<file path="src/rtl/hazard_pkg.sv">
// Shared definitions for the hazard scoreboard.
//   - stage_rec_t : per-stage destination record (valid, we, addr, tnew)
//   - FWD_GRF     : forward-select code meaning "take the register file"
//   - MUL_LAT_DEF / DIV_LAT_DEF : default multiply/divide busy latencies
//   - tnew_dec()  : saturating Tnew countdown used as records advance
// The tnew field is TNEW_W wide so that any configured TW <= TNEW_W fits
// zero-extended without changing the record type.
package hazard_pkg;

  localparam int TNEW_W      = 8;
  localparam int FWD_GRF     = 0;
  localparam int MUL_LAT_DEF = 5;
  localparam int DIV_LAT_DEF = 10;

  typedef struct packed {
    logic              valid;
    logic              we;
    logic [4:0]        addr;
    logic [TNEW_W-1:0] tnew;
  } stage_rec_t;

  function automatic logic [TNEW_W-1:0] tnew_dec(input logic [TNEW_W-1:0] t);
    return (t == '0) ? '0 : t - TNEW_W'(1);
  endfunction

endpackage

</file>
<file path="src/rtl/hazard_scoreboard_if.sv">
// Decode-side bundle between the decode stage (master) and the hazard
// scoreboard (slave).
//   master drives : rs/rt addresses, use bits, Tuse, destination, Tnew,
//                   mult/div controls, flush
//   slave drives  : stall, decode/E forward selects, md_busy, stall_cnt
interface hazard_scoreboard_if #(
  parameter int TW = 2,
  parameter int SW = 2
);

  logic [4:0]    rs_addr;
  logic [4:0]    rt_addr;
  logic          use_rs;
  logic          use_rt;
  logic [TW-1:0] tuse_rs;
  logic [TW-1:0] tuse_rt;
  logic [4:0]    dst_addr;
  logic          dst_we;
  logic [TW-1:0] tnew_d;
  logic          md_start;
  logic          md_is_div;
  logic          md_use;
  logic          flush;

  logic          stall;
  logic [SW-1:0] fwd_d_rs;
  logic [SW-1:0] fwd_d_rt;
  logic [SW-1:0] fwd_e_rs;
  logic [SW-1:0] fwd_e_rt;
  logic          md_busy;
  logic [31:0]   stall_cnt;

  modport master (
    output rs_addr, rt_addr, use_rs, use_rt, tuse_rs, tuse_rt,
           dst_addr, dst_we, tnew_d, md_start, md_is_div, md_use, flush,
    input  stall, fwd_d_rs, fwd_d_rt, fwd_e_rs, fwd_e_rt, md_busy, stall_cnt
  );

  modport slave (
    input  rs_addr, rt_addr, use_rs, use_rt, tuse_rs, tuse_rt,
           dst_addr, dst_we, tnew_d, md_start, md_is_div, md_use, flush,
    output stall, fwd_d_rs, fwd_d_rt, fwd_e_rs, fwd_e_rt, md_busy, stall_cnt
  );

endinterface

</file>
<file path="src/rtl/hazard_md_timer.sv">
// Multiply/divide busy timer.
//   clk, reset : clock, synchronous active-high reset (clears the counter)
//   load_i     : mult/div entering stage 1 this cycle
//   is_div_i   : load DIV_LAT instead of MUL_LAT
//   busy_o     : counter non-zero
module hazard_md_timer
  import hazard_pkg::*;
#(
  parameter int MUL_LAT = MUL_LAT_DEF,
  parameter int DIV_LAT = DIV_LAT_DEF
) (
  input  logic clk,
  input  logic reset,
  input  logic load_i,
  input  logic is_div_i,
  output logic busy_o
);

  localparam int MAX_LAT = (DIV_LAT > MUL_LAT) ? DIV_LAT : MUL_LAT;
  localparam int CW      = $clog2(MAX_LAT + 1);

  logic [CW-1:0] cnt_q;
  logic [CW-1:0] cnt_d;

  always_comb begin
    cnt_d = cnt_q;
    if (load_i) begin
      cnt_d = is_div_i ? CW'(DIV_LAT) : CW'(MUL_LAT);
    end else if (cnt_q != '0) begin
      cnt_d = cnt_q - CW'(1);
    end
  end

  always_ff @(posedge clk) begin
    if (reset) begin
      cnt_q <= '0;
    end else begin
      cnt_q <= cnt_d;
    end
  end

  assign busy_o = (cnt_q != '0);

endmodule

</file>
<file path="src/rtl/hazard_scoreboard.sv">
// Depth-generic hazard unit for the in-order MIPS pipeline.
// Keeps one destination record per post-decode stage (1 = E .. NSTAGE = W),
// counting Tnew down as records advance, and derives the decode stall,
// decode forward selects and E-stage forward selects from them.
//   clk, reset : clock, synchronous active-high reset
//   hz (slave) : decode operands/destination/mult-div controls in;
//                stall, fwd_d_rs/rt, fwd_e_rs/rt, md_busy, stall_cnt out
// Optional: define HAZ_STATS_EN to build the saturating stall counter;
// otherwise stall_cnt is tied to zero.
module hazard_scoreboard
  import hazard_pkg::*;
#(
  parameter int NSTAGE  = 3,
  parameter int TW      = 2,
  parameter int MUL_LAT = MUL_LAT_DEF,
  parameter int DIV_LAT = DIV_LAT_DEF,
  parameter int SW      = 2
) (
  input  logic          clk,
  input  logic          reset,
  hazard_scoreboard_if.slave hz
);

  stage_rec_t rec_q [1:NSTAGE];
  stage_rec_t rec_d [1:NSTAGE];

  // Operand info kept only for stage 1, feeding the E-stage forward selects.
  logic [4:0] e1_rs_q, e1_rs_d;
  logic [4:0] e1_rt_q, e1_rt_d;
  logic       e1_use_rs_q, e1_use_rs_d;
  logic       e1_use_rt_q, e1_use_rt_d;

  logic          stall_data;
  logic          stall_md;
  logic          stall;
  logic          md_busy;
  logic          md_load;
  logic [SW-1:0] fwd_d_rs, fwd_d_rt;
  logic [SW-1:0] fwd_e_rs, fwd_e_rt;

  function automatic logic rec_match(input stage_rec_t r, input logic [4:0] a);
    return r.valid && r.we && (r.addr == a) && (a != 5'd0);
  endfunction

  // Decode point: scanning from the oldest stage toward stage 1 leaves the
  // nearest (youngest) producer in hit/t/k. Only that producer matters: if
  // it is not ready yet, an older ready copy of the register is stale.
  always_comb begin : decode_hazard
    logic              hit_rs, hit_rt;
    logic [TNEW_W-1:0] t_rs, t_rt;
    int                k_rs, k_rt;
    hit_rs = 1'b0;
    hit_rt = 1'b0;
    t_rs   = '0;
    t_rt   = '0;
    k_rs   = 0;
    k_rt   = 0;
    for (int k = NSTAGE; k >= 1; k--) begin
      if (rec_match(rec_q[k], hz.rs_addr)) begin
        hit_rs = 1'b1;
        t_rs   = rec_q[k].tnew;
        k_rs   = k;
      end
      if (rec_match(rec_q[k], hz.rt_addr)) begin
        hit_rt = 1'b1;
        t_rt   = rec_q[k].tnew;
        k_rt   = k;
      end
    end
    stall_data = (hz.use_rs && hit_rs && (t_rs > TNEW_W'(hz.tuse_rs))) ||
                 (hz.use_rt && hit_rt && (t_rt > TNEW_W'(hz.tuse_rt)));
    fwd_d_rs = (hit_rs && (t_rs == '0)) ? SW'(k_rs) : SW'(FWD_GRF);
    fwd_d_rt = (hit_rt && (t_rt == '0)) ? SW'(k_rt) : SW'(FWD_GRF);
  end

  // E stage: the same nearest-producer rule, searched over stages 2..NSTAGE.
  always_comb begin : e_forward
    logic              hit_rs, hit_rt;
    logic [TNEW_W-1:0] t_rs, t_rt;
    int                k_rs, k_rt;
    hit_rs = 1'b0;
    hit_rt = 1'b0;
    t_rs   = '0;
    t_rt   = '0;
    k_rs   = 0;
    k_rt   = 0;
    for (int k = NSTAGE; k >= 2; k--) begin
      if (rec_match(rec_q[k], e1_rs_q)) begin
        hit_rs = 1'b1;
        t_rs   = rec_q[k].tnew;
        k_rs   = k;
      end
      if (rec_match(rec_q[k], e1_rt_q)) begin
        hit_rt = 1'b1;
        t_rt   = rec_q[k].tnew;
        k_rt   = k;
      end
    end
    fwd_e_rs = (e1_use_rs_q && hit_rs && (t_rs == '0)) ? SW'(k_rs) : SW'(FWD_GRF);
    fwd_e_rt = (e1_use_rt_q && hit_rt && (t_rt == '0)) ? SW'(k_rt) : SW'(FWD_GRF);
  end

  assign stall_md = hz.md_use && md_busy;
  assign stall    = stall_data || stall_md;
  assign md_load  = hz.md_start && !stall && !hz.flush;

  always_comb begin : next_records
    for (int k = 1; k <= NSTAGE; k++) begin
      rec_d[k] = '0;
    end
    e1_rs_d     = '0;
    e1_rt_d     = '0;
    e1_use_rs_d = 1'b0;
    e1_use_rt_d = 1'b0;
    // Flush and stall both bubble stage 1; downstream stages never stall.
    if (!(stall || hz.flush)) begin
      rec_d[1].valid = 1'b1;
      rec_d[1].we    = hz.dst_we;
      rec_d[1].addr  = hz.dst_addr;
      rec_d[1].tnew  = TNEW_W'(hz.tnew_d);
      e1_rs_d        = hz.rs_addr;
      e1_rt_d        = hz.rt_addr;
      e1_use_rs_d    = hz.use_rs;
      e1_use_rt_d    = hz.use_rt;
    end
    for (int k = 2; k <= NSTAGE; k++) begin
      rec_d[k]      = rec_q[k-1];
      rec_d[k].tnew = tnew_dec(rec_q[k-1].tnew);
    end
  end

  always_ff @(posedge clk) begin
    if (reset) begin
      for (int k = 1; k <= NSTAGE; k++) begin
        rec_q[k] <= '0;
      end
      e1_rs_q     <= '0;
      e1_rt_q     <= '0;
      e1_use_rs_q <= 1'b0;
      e1_use_rt_q <= 1'b0;
    end else begin
      for (int k = 1; k <= NSTAGE; k++) begin
        rec_q[k] <= rec_d[k];
      end
      e1_rs_q     <= e1_rs_d;
      e1_rt_q     <= e1_rt_d;
      e1_use_rs_q <= e1_use_rs_d;
      e1_use_rt_q <= e1_use_rt_d;
    end
  end

  hazard_md_timer #(
    .MUL_LAT (MUL_LAT),
    .DIV_LAT (DIV_LAT)
  ) u_md_timer (
    .clk      (clk),
    .reset    (reset),
    .load_i   (md_load),
    .is_div_i (hz.md_is_div),
    .busy_o   (md_busy)
  );

`ifdef HAZ_STATS_EN
  logic [31:0] stall_cnt_q, stall_cnt_d;

  always_comb begin
    stall_cnt_d = stall_cnt_q;
    if (stall && (stall_cnt_q != 32'hFFFF_FFFF)) begin
      stall_cnt_d = stall_cnt_q + 32'd1;
    end
  end

  always_ff @(posedge clk) begin
    if (reset) begin
      stall_cnt_q <= '0;
    end else begin
      stall_cnt_q <= stall_cnt_d;
    end
  end

  assign hz.stall_cnt = stall_cnt_q;
`else
  assign hz.stall_cnt = '0;
`endif

  assign hz.stall    = stall;
  assign hz.fwd_d_rs = fwd_d_rs;
  assign hz.fwd_d_rt = fwd_d_rt;
  assign hz.fwd_e_rs = fwd_e_rs;
  assign hz.fwd_e_rt = fwd_e_rt;
  assign hz.md_busy  = md_busy;

endmodule

</file>
<file path="src/flat_wrapper.sv">
// flat-port wrapper written by rule: the top's interface ports become plain ports
module hazard_scoreboard_flat import hazard_pkg::*;
#(
  parameter int NSTAGE  = 3,
  parameter int TW      = 2,
  parameter int MUL_LAT = MUL_LAT_DEF,
  parameter int DIV_LAT = DIV_LAT_DEF,
  parameter int SW      = 2
)
  (clk, reset, hz_rs_addr, hz_rt_addr, hz_use_rs, hz_use_rt, hz_tuse_rs, hz_tuse_rt, hz_dst_addr, hz_dst_we, hz_tnew_d, hz_md_start, hz_md_is_div, hz_md_use, hz_flush, hz_stall, hz_fwd_d_rs, hz_fwd_d_rt, hz_fwd_e_rs, hz_fwd_e_rt, hz_md_busy, hz_stall_cnt);
  hazard_scoreboard_if #(.TW(TW), .SW(SW)) hz_i ();
  input  logic clk;
  input  logic reset;
  input wire logic [$bits(hz_i.rs_addr)-1:0] hz_rs_addr;
  input wire logic [$bits(hz_i.rt_addr)-1:0] hz_rt_addr;
  input wire logic [$bits(hz_i.use_rs)-1:0] hz_use_rs;
  input wire logic [$bits(hz_i.use_rt)-1:0] hz_use_rt;
  input wire logic [$bits(hz_i.tuse_rs)-1:0] hz_tuse_rs;
  input wire logic [$bits(hz_i.tuse_rt)-1:0] hz_tuse_rt;
  input wire logic [$bits(hz_i.dst_addr)-1:0] hz_dst_addr;
  input wire logic [$bits(hz_i.dst_we)-1:0] hz_dst_we;
  input wire logic [$bits(hz_i.tnew_d)-1:0] hz_tnew_d;
  input wire logic [$bits(hz_i.md_start)-1:0] hz_md_start;
  input wire logic [$bits(hz_i.md_is_div)-1:0] hz_md_is_div;
  input wire logic [$bits(hz_i.md_use)-1:0] hz_md_use;
  input wire logic [$bits(hz_i.flush)-1:0] hz_flush;
  output wire logic [$bits(hz_i.stall)-1:0] hz_stall;
  output wire logic [$bits(hz_i.fwd_d_rs)-1:0] hz_fwd_d_rs;
  output wire logic [$bits(hz_i.fwd_d_rt)-1:0] hz_fwd_d_rt;
  output wire logic [$bits(hz_i.fwd_e_rs)-1:0] hz_fwd_e_rs;
  output wire logic [$bits(hz_i.fwd_e_rt)-1:0] hz_fwd_e_rt;
  output wire logic [$bits(hz_i.md_busy)-1:0] hz_md_busy;
  output wire logic [$bits(hz_i.stall_cnt)-1:0] hz_stall_cnt;
  assign hz_i.rs_addr = hz_rs_addr;
  assign hz_i.rt_addr = hz_rt_addr;
  assign hz_i.use_rs = hz_use_rs;
  assign hz_i.use_rt = hz_use_rt;
  assign hz_i.tuse_rs = hz_tuse_rs;
  assign hz_i.tuse_rt = hz_tuse_rt;
  assign hz_i.dst_addr = hz_dst_addr;
  assign hz_i.dst_we = hz_dst_we;
  assign hz_i.tnew_d = hz_tnew_d;
  assign hz_i.md_start = hz_md_start;
  assign hz_i.md_is_div = hz_md_is_div;
  assign hz_i.md_use = hz_md_use;
  assign hz_i.flush = hz_flush;
  assign hz_stall = hz_i.stall;
  assign hz_fwd_d_rs = hz_i.fwd_d_rs;
  assign hz_fwd_d_rt = hz_i.fwd_d_rt;
  assign hz_fwd_e_rs = hz_i.fwd_e_rs;
  assign hz_fwd_e_rt = hz_i.fwd_e_rt;
  assign hz_md_busy = hz_i.md_busy;
  assign hz_stall_cnt = hz_i.stall_cnt;
  hazard_scoreboard #(.NSTAGE(NSTAGE), .TW(TW), .MUL_LAT(MUL_LAT), .DIV_LAT(DIV_LAT), .SW(SW)) u_core (.clk(clk), .reset(reset), .hz(hz_i));
endmodule
</file>
<file path="config.mk">
export PLATFORM = sky130hd
export DESIGN_NAME = hazard_scoreboard_flat
export DESIGN_NICKNAME = d
export VERILOG_FILES = /design/src/rtl/hazard_pkg.sv /design/src/rtl/hazard_scoreboard_if.sv /design/src/rtl/hazard_md_timer.sv /design/src/rtl/hazard_scoreboard.sv /design/src/flat_wrapper.sv
export SDC_FILE = /design/constraint.sdc
export NUM_CORES = 1
export LEC_CHECK = 0
export CAP_MARGIN = 30
export CORE_MARGIN = 1.5
export CORE_UTILIZATION = 54
export DETAILED_ROUTE_END_ITERATION = 7
export PLACE_DENSITY = 0.86
export REMOVE_ABC_BUFFERS = 1
export SYNTH_ARGS = -nofsm -noshare
export SYNTH_HDL_FRONTEND = slang
export SYNTH_SLANG_ARGS = --single-unit
</file>
<file path="constraint.sdc">
create_clock -name clk -period 8.2 [get_ports clk]
set_clock_uncertainty 0.05 [all_clocks]
set_input_delay 1.64 -clock clk [delete_from_list [all_inputs] [get_ports clk]]
set_output_delay 1.64 -clock clk [all_outputs]
set_load 0.02 [all_outputs]
</file>
==> metrics.txt, run 1 <==
number of buffers created by CTS=5; post-synthesis simple-gate area fraction=between 20 and 30%; clk_lat worst skew=0.30 ns; period utilization=between 80 and 90%; Synth Area in Adders=4.59%; cells after synthesis=around 330; crit path buf inv count=3; Die ar.=6010 µm²; n_diodes=0; HP Class=reg2reg; final setup violating endpoints=0; GRT Overall Usage=roughly 22%; post-synthesis sequential area ratio=32.1%; status=completed; maximum cell stage delay along the critical path=0.61 ns; worst endpoint data arrival time=5.31 ns; Layout area overhead=13.3%; Rows=26; largest family of logic cells by synthesized area=simple AND/OR/NAND/NOR gates; EDFF count, synth=0; via count=2249; YS warnings=0; CP dominant cell by count=clkdlybuf4s50_1; Main synth FF type=dfxtp_1; clock-pin slew on the worst setup and hold paths=0.09 ns; drt via density=5.16; first-pass GRT wire length=10200 µm; CTS tree=yes; Max Cap Viol=0; Initial Utilization=roughly 57%; Placement Cell Area=3280 µm²; H-tree Lvls=2; headroom to the max-slew limit=a little under two fifths; Worst Setup End Kind=output pin; RSZ-0062 raised after global routing=false; commonest non-fill, non-tap cell in the layout=dfxtp_1; layout net count=around 410; crit path time final=between 6 and 7 ns; maximum net fanout on the critical path=7; Setup TNS Final=0 ns; Synth Register Bits=48; most frequent cells in the layout=48 x dfxtp_1, 39 x clkdlybuf4s50_1, 37 x xnor2_1, 33 x conb_1, 20 x nor2_1; root buffer cell=clkbuf_8; Final Max Tran Viols=0; syn_area_per_cell=9.05 µm²; vias in the first global route=approximately 2200; core area=5240 µm²; Compound-Gate Fraction of Synth Area=under 10%; Startpoint Class=primary input; setup bufs post-CTS=0; Max Clock Freq=143 MHz; Tot Pwr=0.636 mW; share of cells above drive strength 1=8.74%; # resized after CTS=0; initial antenna violation count=0; Ports=72; Max VDD drop=138 µV; initial detailed-routing violation count=157; die height=between 70 and 80 µm; Worst EP required=roughly 6.5 ns; Pre-antenna DRT Iters=4; DRT antenna net count=0; P_sw=0.195 mW; final WL=6050 µm; grt total ovfl=0; Flop pwr share=43.9%; Sw Ratio=30.6%; Design Area, Final=3400 µm²; largest net degree at the start of global routing=25; xor and xnor area share after synthesis=14.6%; Worst path slowest cell=clkdlybuf4s50_1; Setup CP Type=in2out; DIE WIDTH=77.5 µm; Pint=0.441 mW; post-synthesis mux area share=2.67%; Fin. Hold Viols=0; Pwr per Cell Area=187 nW/µm²; clk sinks=48; count of hold-fix buffers inserted at cts=0; Unique masters post-synth=51; CP delay by family, top=buffers and inverters; LEAKAGE=1.36 nW; Comb power frac=29.3%; cell breakdown of the critical path=clkdlybuf4s50_1 -> or4_4 -> nor2_4 -> nor4_4 -> and2_1 -> o31ai_1 -> ha_1 -> a21oi_1 -> inv_1 -> a211oi_2 -> nand3b_1 -> clkdlybuf4s50_1; ys async rst share=0%; clk buf depth=2; clock share of power=between 20 and 30%; routability cong.=0.972; DRC violations left=0; I/O Buffers=39; cell area after synthesis=about 3000 µm²; routed len/inst=13.9 µm; slew of the pin with the lowest slew margin=0.916 ns; Detail Placement HPWL=4680 µm
## cell type report
cell class / count / area (µm²)
fill: 433 / 1840
clock inverter: 3 / 47.5
sequential: 48 / 961
multi-input combinational: 255 / 1780
clock buffer: 5 / 68.8
inverter: 16 / 60.1
timing repair buffer: 39 / 390
tap: 70 / 87.6
## power groups by stage
stage	clock network (mW)	logic, mW	registers, mW
detailed placement	0	0.186	0.284
floorplan	0	0.134	0.278
global placement	0	0.180	0.284
CTS	0.173	0.187	0.279
global route	0.186	0.207	0.283
finish	0.171	0.186	0.279
## layer usage
layer	GRT usage [%]	wire length, µm	up-vias
met5	0	0	-
met4	7.82	95	0
met3	4.12	410	11
met2	33.9	2770	99
met1	29.5	2770	1023
li1	-	-	1116
## logic make-up (layout without fill, tap and decap cells)
family,Yosys count,in the layout
multiplexers,7,7
flip-flops,48,48
AO/OA/AOI/OAI,25,25
adder cells (fa/ha/maj),11,11
other,1,33
buffers and inverters,60,63
XOR/XNOR,50,50
AND/OR/NAND/NOR,129,129
## synth_stat cells, drive strengths merged, types with 2 or more instances
master	instances	area (µm²)
nor4	6	65.1
nand4	8	50.1
clkbuf	3	11.3
nand2	9	33.8
and2	23	161
dfxtp	48	961
a21oi	8	40.0
mux2	2	26.3
buf	41	304
and3	4	25.0
nand3	4	20.0
or4	12	109
nor2b	18	113
o211ai	4	30.0
o21ai	3	15.0
and4b	2	27.5
mux2i	5	53.8
o31ai	2	20.0
nor3	11	55.1
nor2	22	97.6
xnor2	37	324
nor3b	2	15.0
or3	2	12.5
inv	16	60.1
xor2	13	114
ha	11	138
a211oi	3	27.5
## state kept, by name (all words and copies together) (netlist names)
register,cells
u_core.e1_use_rt_q,1
u_core.rec_q,32
u_core.e1_use_rs_q,1
u_core.e1_rs_q,5
u_core.u_md_timer.cnt_q,4
u_core.e1_rt_q,5
## final timing paths
path / from / end / slack (ns) / cells past startpoint
setup / recovery: hz_rt_addr[1] / hz_stall / 1.20 / 12
hold / removal: u_core.rec_q[0][15]$_SDFF_PP0_ / u_core.rec_q[0][30]$_SDFF_PP0_ / 0.39 / 1
setup reg to reg: u_core.rec_q[0][40]$_SDFF_PP0_ / u_core.u_md_timer.cnt_q[2]$_SDFFE_PP0P_ / 4.69 / 12
hold reg to reg: u_core.rec_q[0][15]$_SDFF_PP0_ / u_core.rec_q[0][30]$_SDFF_PP0_ / 0.39 / 1
## stage by stage
step           std cells  worst slack (ns)  utilization [%]  hold slack, ns
5_1_grt              436             0.975             64.8           0.403
3_5_place_dp         428              1.28             62.6           0.363
3_3_place_gp         428              1.31             62.6           0.357
2_1_floorplan        319              2.67                -           0.346
4_1_cts              436              1.23             64.8           0.379
6_report             436              1.20             64.8           0.386
(Power assumes the default switching activity.)
==> run 2, diff against run 1 <==
--- a/config.mk
+++ b/config.mk
@@ -6,10 +6,13 @@
 export NUM_CORES = 1
 export LEC_CHECK = 0
 export CAP_MARGIN = 30
+export CELL_PAD_IN_SITES_DETAIL_PLACEMENT = 0
+export CELL_PAD_IN_SITES_GLOBAL_PLACEMENT = 1
 export CORE_MARGIN = 1.5
-export CORE_UTILIZATION = 54
+export CORE_UTILIZATION = 40
 export DETAILED_ROUTE_END_ITERATION = 7
-export PLACE_DENSITY = 0.86
+export GPL_TIMING_DRIVEN = 1
+export PLACE_DENSITY_LB_ADDON = 0.1
 export REMOVE_ABC_BUFFERS = 1
 export SYNTH_ARGS = -nofsm -noshare
 export SYNTH_HDL_FRONTEND = slang
==> metrics.txt, run 2 (synthesis gave the netlist of run 1 again) <==
drt via density=4.68 (was 5.16); Placement Cell Area=3330 µm² (was 3280 µm²); initial antenna violation count=0 (unchanged); placed cells=459 (was 428); commonest non-fill, non-tap cell in the layout=dfxtp_1 (unchanged); clk buf depth=2 (unchanged); layout net count=408 (was 406); final setup margin=1.18 ns (was 1.20 ns); count of hold-fix buffers inserted at cts=0 (unchanged); vias in the first global route=2044 (was 2173); final setup violating endpoints=0 (unchanged); period utilization=85.6% (was 85.4%); Setup TNS Final=0 ns (unchanged); Startpoint Class=primary input (unchanged); Max VDD drop=117 µV (was 138 µV); maximum net fanout on the critical path=7 (unchanged); final WL=6270 µm (was 6050 µm); DRC violations left=0 (unchanged); Max Cap Viol=0 (unchanged); final core occ=47.4% (was 64.8%); n_diodes=0 (unchanged); FILL cells=715 (was 433); Pwr per Cell Area=184 nW/µm² (was 187 nW/µm²); max reg flops=32 (unchanged); Pre-antenna DRT Iters=4 (unchanged); reg2reg setup slack=4.81 ns (was 4.69 ns); headroom to the max-slew limit=52.7% (was 38.4%); # resized after CTS=0 (unchanged); Die ar.=8020 µm² (was 6010 µm²); CTS tree=yes (unchanged); I/O Buffers=39 (unchanged); Setup CP Type=in2out (unchanged); clk sinks=48 (unchanged); routed len/inst=13.4 µm (was 13.9 µm); pre-CTS WS=1.18 ns (was 1.28 ns); number of buffers created by CTS=5 (unchanged); first-pass GRT wire length=10200 µm (about the same); Worst Setup End Kind=output pin (unchanged); clk_lat worst skew=0.29 ns (was 0.30 ns); core area=7250 µm² (was 5240 µm²); status=completed (unchanged); worst endpoint data arrival time=5.33 ns (was 5.31 ns); clock-pin slew on the worst setup and hold paths=0.09 ns (about the same); RSZ-0062 raised after global routing=false (unchanged); LEAKAGE=1.37 nW (was 1.36 nW); Max Clock Freq=142 MHz (was 143 MHz); slew of the pin with the lowest slew margin=0.704 ns (was 0.916 ns); biggest registers after layout=u_core.rec_q (32), u_core.e1_rs_q (5), u_core.e1_rt_q (5) (unchanged); Ports=72 (unchanged); Layout area overhead=14.7% (was 13.3%); Non-Filler Instances=467 (was 436); DIE WIDTH=89.6 µm (was 77.5 µm); GRT Overall Usage=16.9% (was 21.6%); share of cells above drive strength 1=8.97% (was 8.74%); initial detailed-routing violation count=91 (was 157); Design Area, Final=3440 µm² (was 3400 µm²); largest net degree at the start of global routing=25 (unchanged); Final Max Tran Viols=0 (unchanged); Rows=31 (was 26); crit path time final=7.02 ns (was 7.00 ns); HP Class=reg2reg (unchanged); most frequent cells in the layout=48 x dfxtp_1, 39 x clkdlybuf4s50_1, 37 x xnor2_1, 33 x conb_1, 20 x nor2_1 (unchanged); H-tree Lvls=2 (unchanged); Detail Placement HPWL=4990 µm (was 4680 µm); grt total ovfl=0 (unchanged); Fin. Hold Viols=0 (unchanged); die height=89.6 µm (was 77.5 µm); root buffer cell=clkbuf_8 (unchanged); Worst EP required=6.51 ns (about the same); routability cong.=0.874 (was 0.972); largest register by flop count=u_core.rec_q (unchanged); Initial Utilization=41.3% (was 57.2%); via count=2187 (was 2249); DRT antenna net count=0 (unchanged); setup bufs post-CTS=0 (unchanged)
-- run 2: changes by cell type in the layout (fill, tap and decap cells not counted) --
| cell | before | now |
|---|---|---|
| clkinv_4 | 2 | 0 |
| clkbuf_1 | 0 | 1 |
| clkinv_2 | 0 | 1 |
| buf_4 | 0 | 2 |
-- run 2: metrics by stage --
step / total power, mW / hold WS [ns]
detailed placement: 0.472 / 0.365
global route: 0.675 / 0.411
global placement: 0.473 / 0.365
CTS: 0.642 / 0.374
finish: 0.633 / 0.369
floorplan: 0.412 / 0.346
-- run 2: final cells by class --
type | instances | area (µm²) | share of cell area [%]
well taps | 99 | 124 | 3.60
inverters | 16 | 60.1 | 1.75
clock inverters | 2 | 35.0 | 1.02
clock buffers | 6 | 72.6 | 2.11
repair buffers | 41 | 405 | 11.8
multi-input cells | 255 | 1780 | 51.8
flip-flops and latches | 48 | 961 | 27.9
-- run 2: path summary, 6_finish.rpt --
path | cells past startpoint | start | end
worst max-delay path | 12 | hz_rt_addr[1] | hz_stall
worst min-delay path | 1 | u_core.rec_q[0][15]$_SDFF_PP0_ | u_core.rec_q[0][30]$_SDFF_PP0_
worst max register to register | 12 | u_core.rec_q[0][38]$_SDFF_PP0_ | u_core.e1_rs_q[2]$_SDFF_PP0_
worst min register to register | 1 | u_core.rec_q[0][15]$_SDFF_PP0_ | u_core.rec_q[0][30]$_SDFF_PP0_
-- run 2: per-layer routing --
metal / part of all wire [%] / wire (µm) / track usage (%)
met1: 50 / 3130 / 23.7
met2: 44 / 2740 / 26.5
met3: 5.3 / 333 / 3.51
met4: 0.94 / 59 / 4.20
met5: 0 / 0 / 0
-- run 2: report_power, final --
group | switching (mW) | internal (mW)
clock network | 0.0774 | 0.0906
logic | 0.0935 | 0.0919
registers | 0.0223 | 0.258
total | 0.193 | 0.440
-- run 2: critical path: stages --
cell and delay, ns:
clkdlybuf4s50_1 0.53, or4_4 0.59, nor2_4 0.18, nor4_4 0.10, and2_1 0.17, o31ai_1 0.37, ha_1 0.31, a21oi_1 0.21
inv_1 0.07, a211oi_2 0.37, nand3b_1 0.17, clkdlybuf4s50_1 0.61
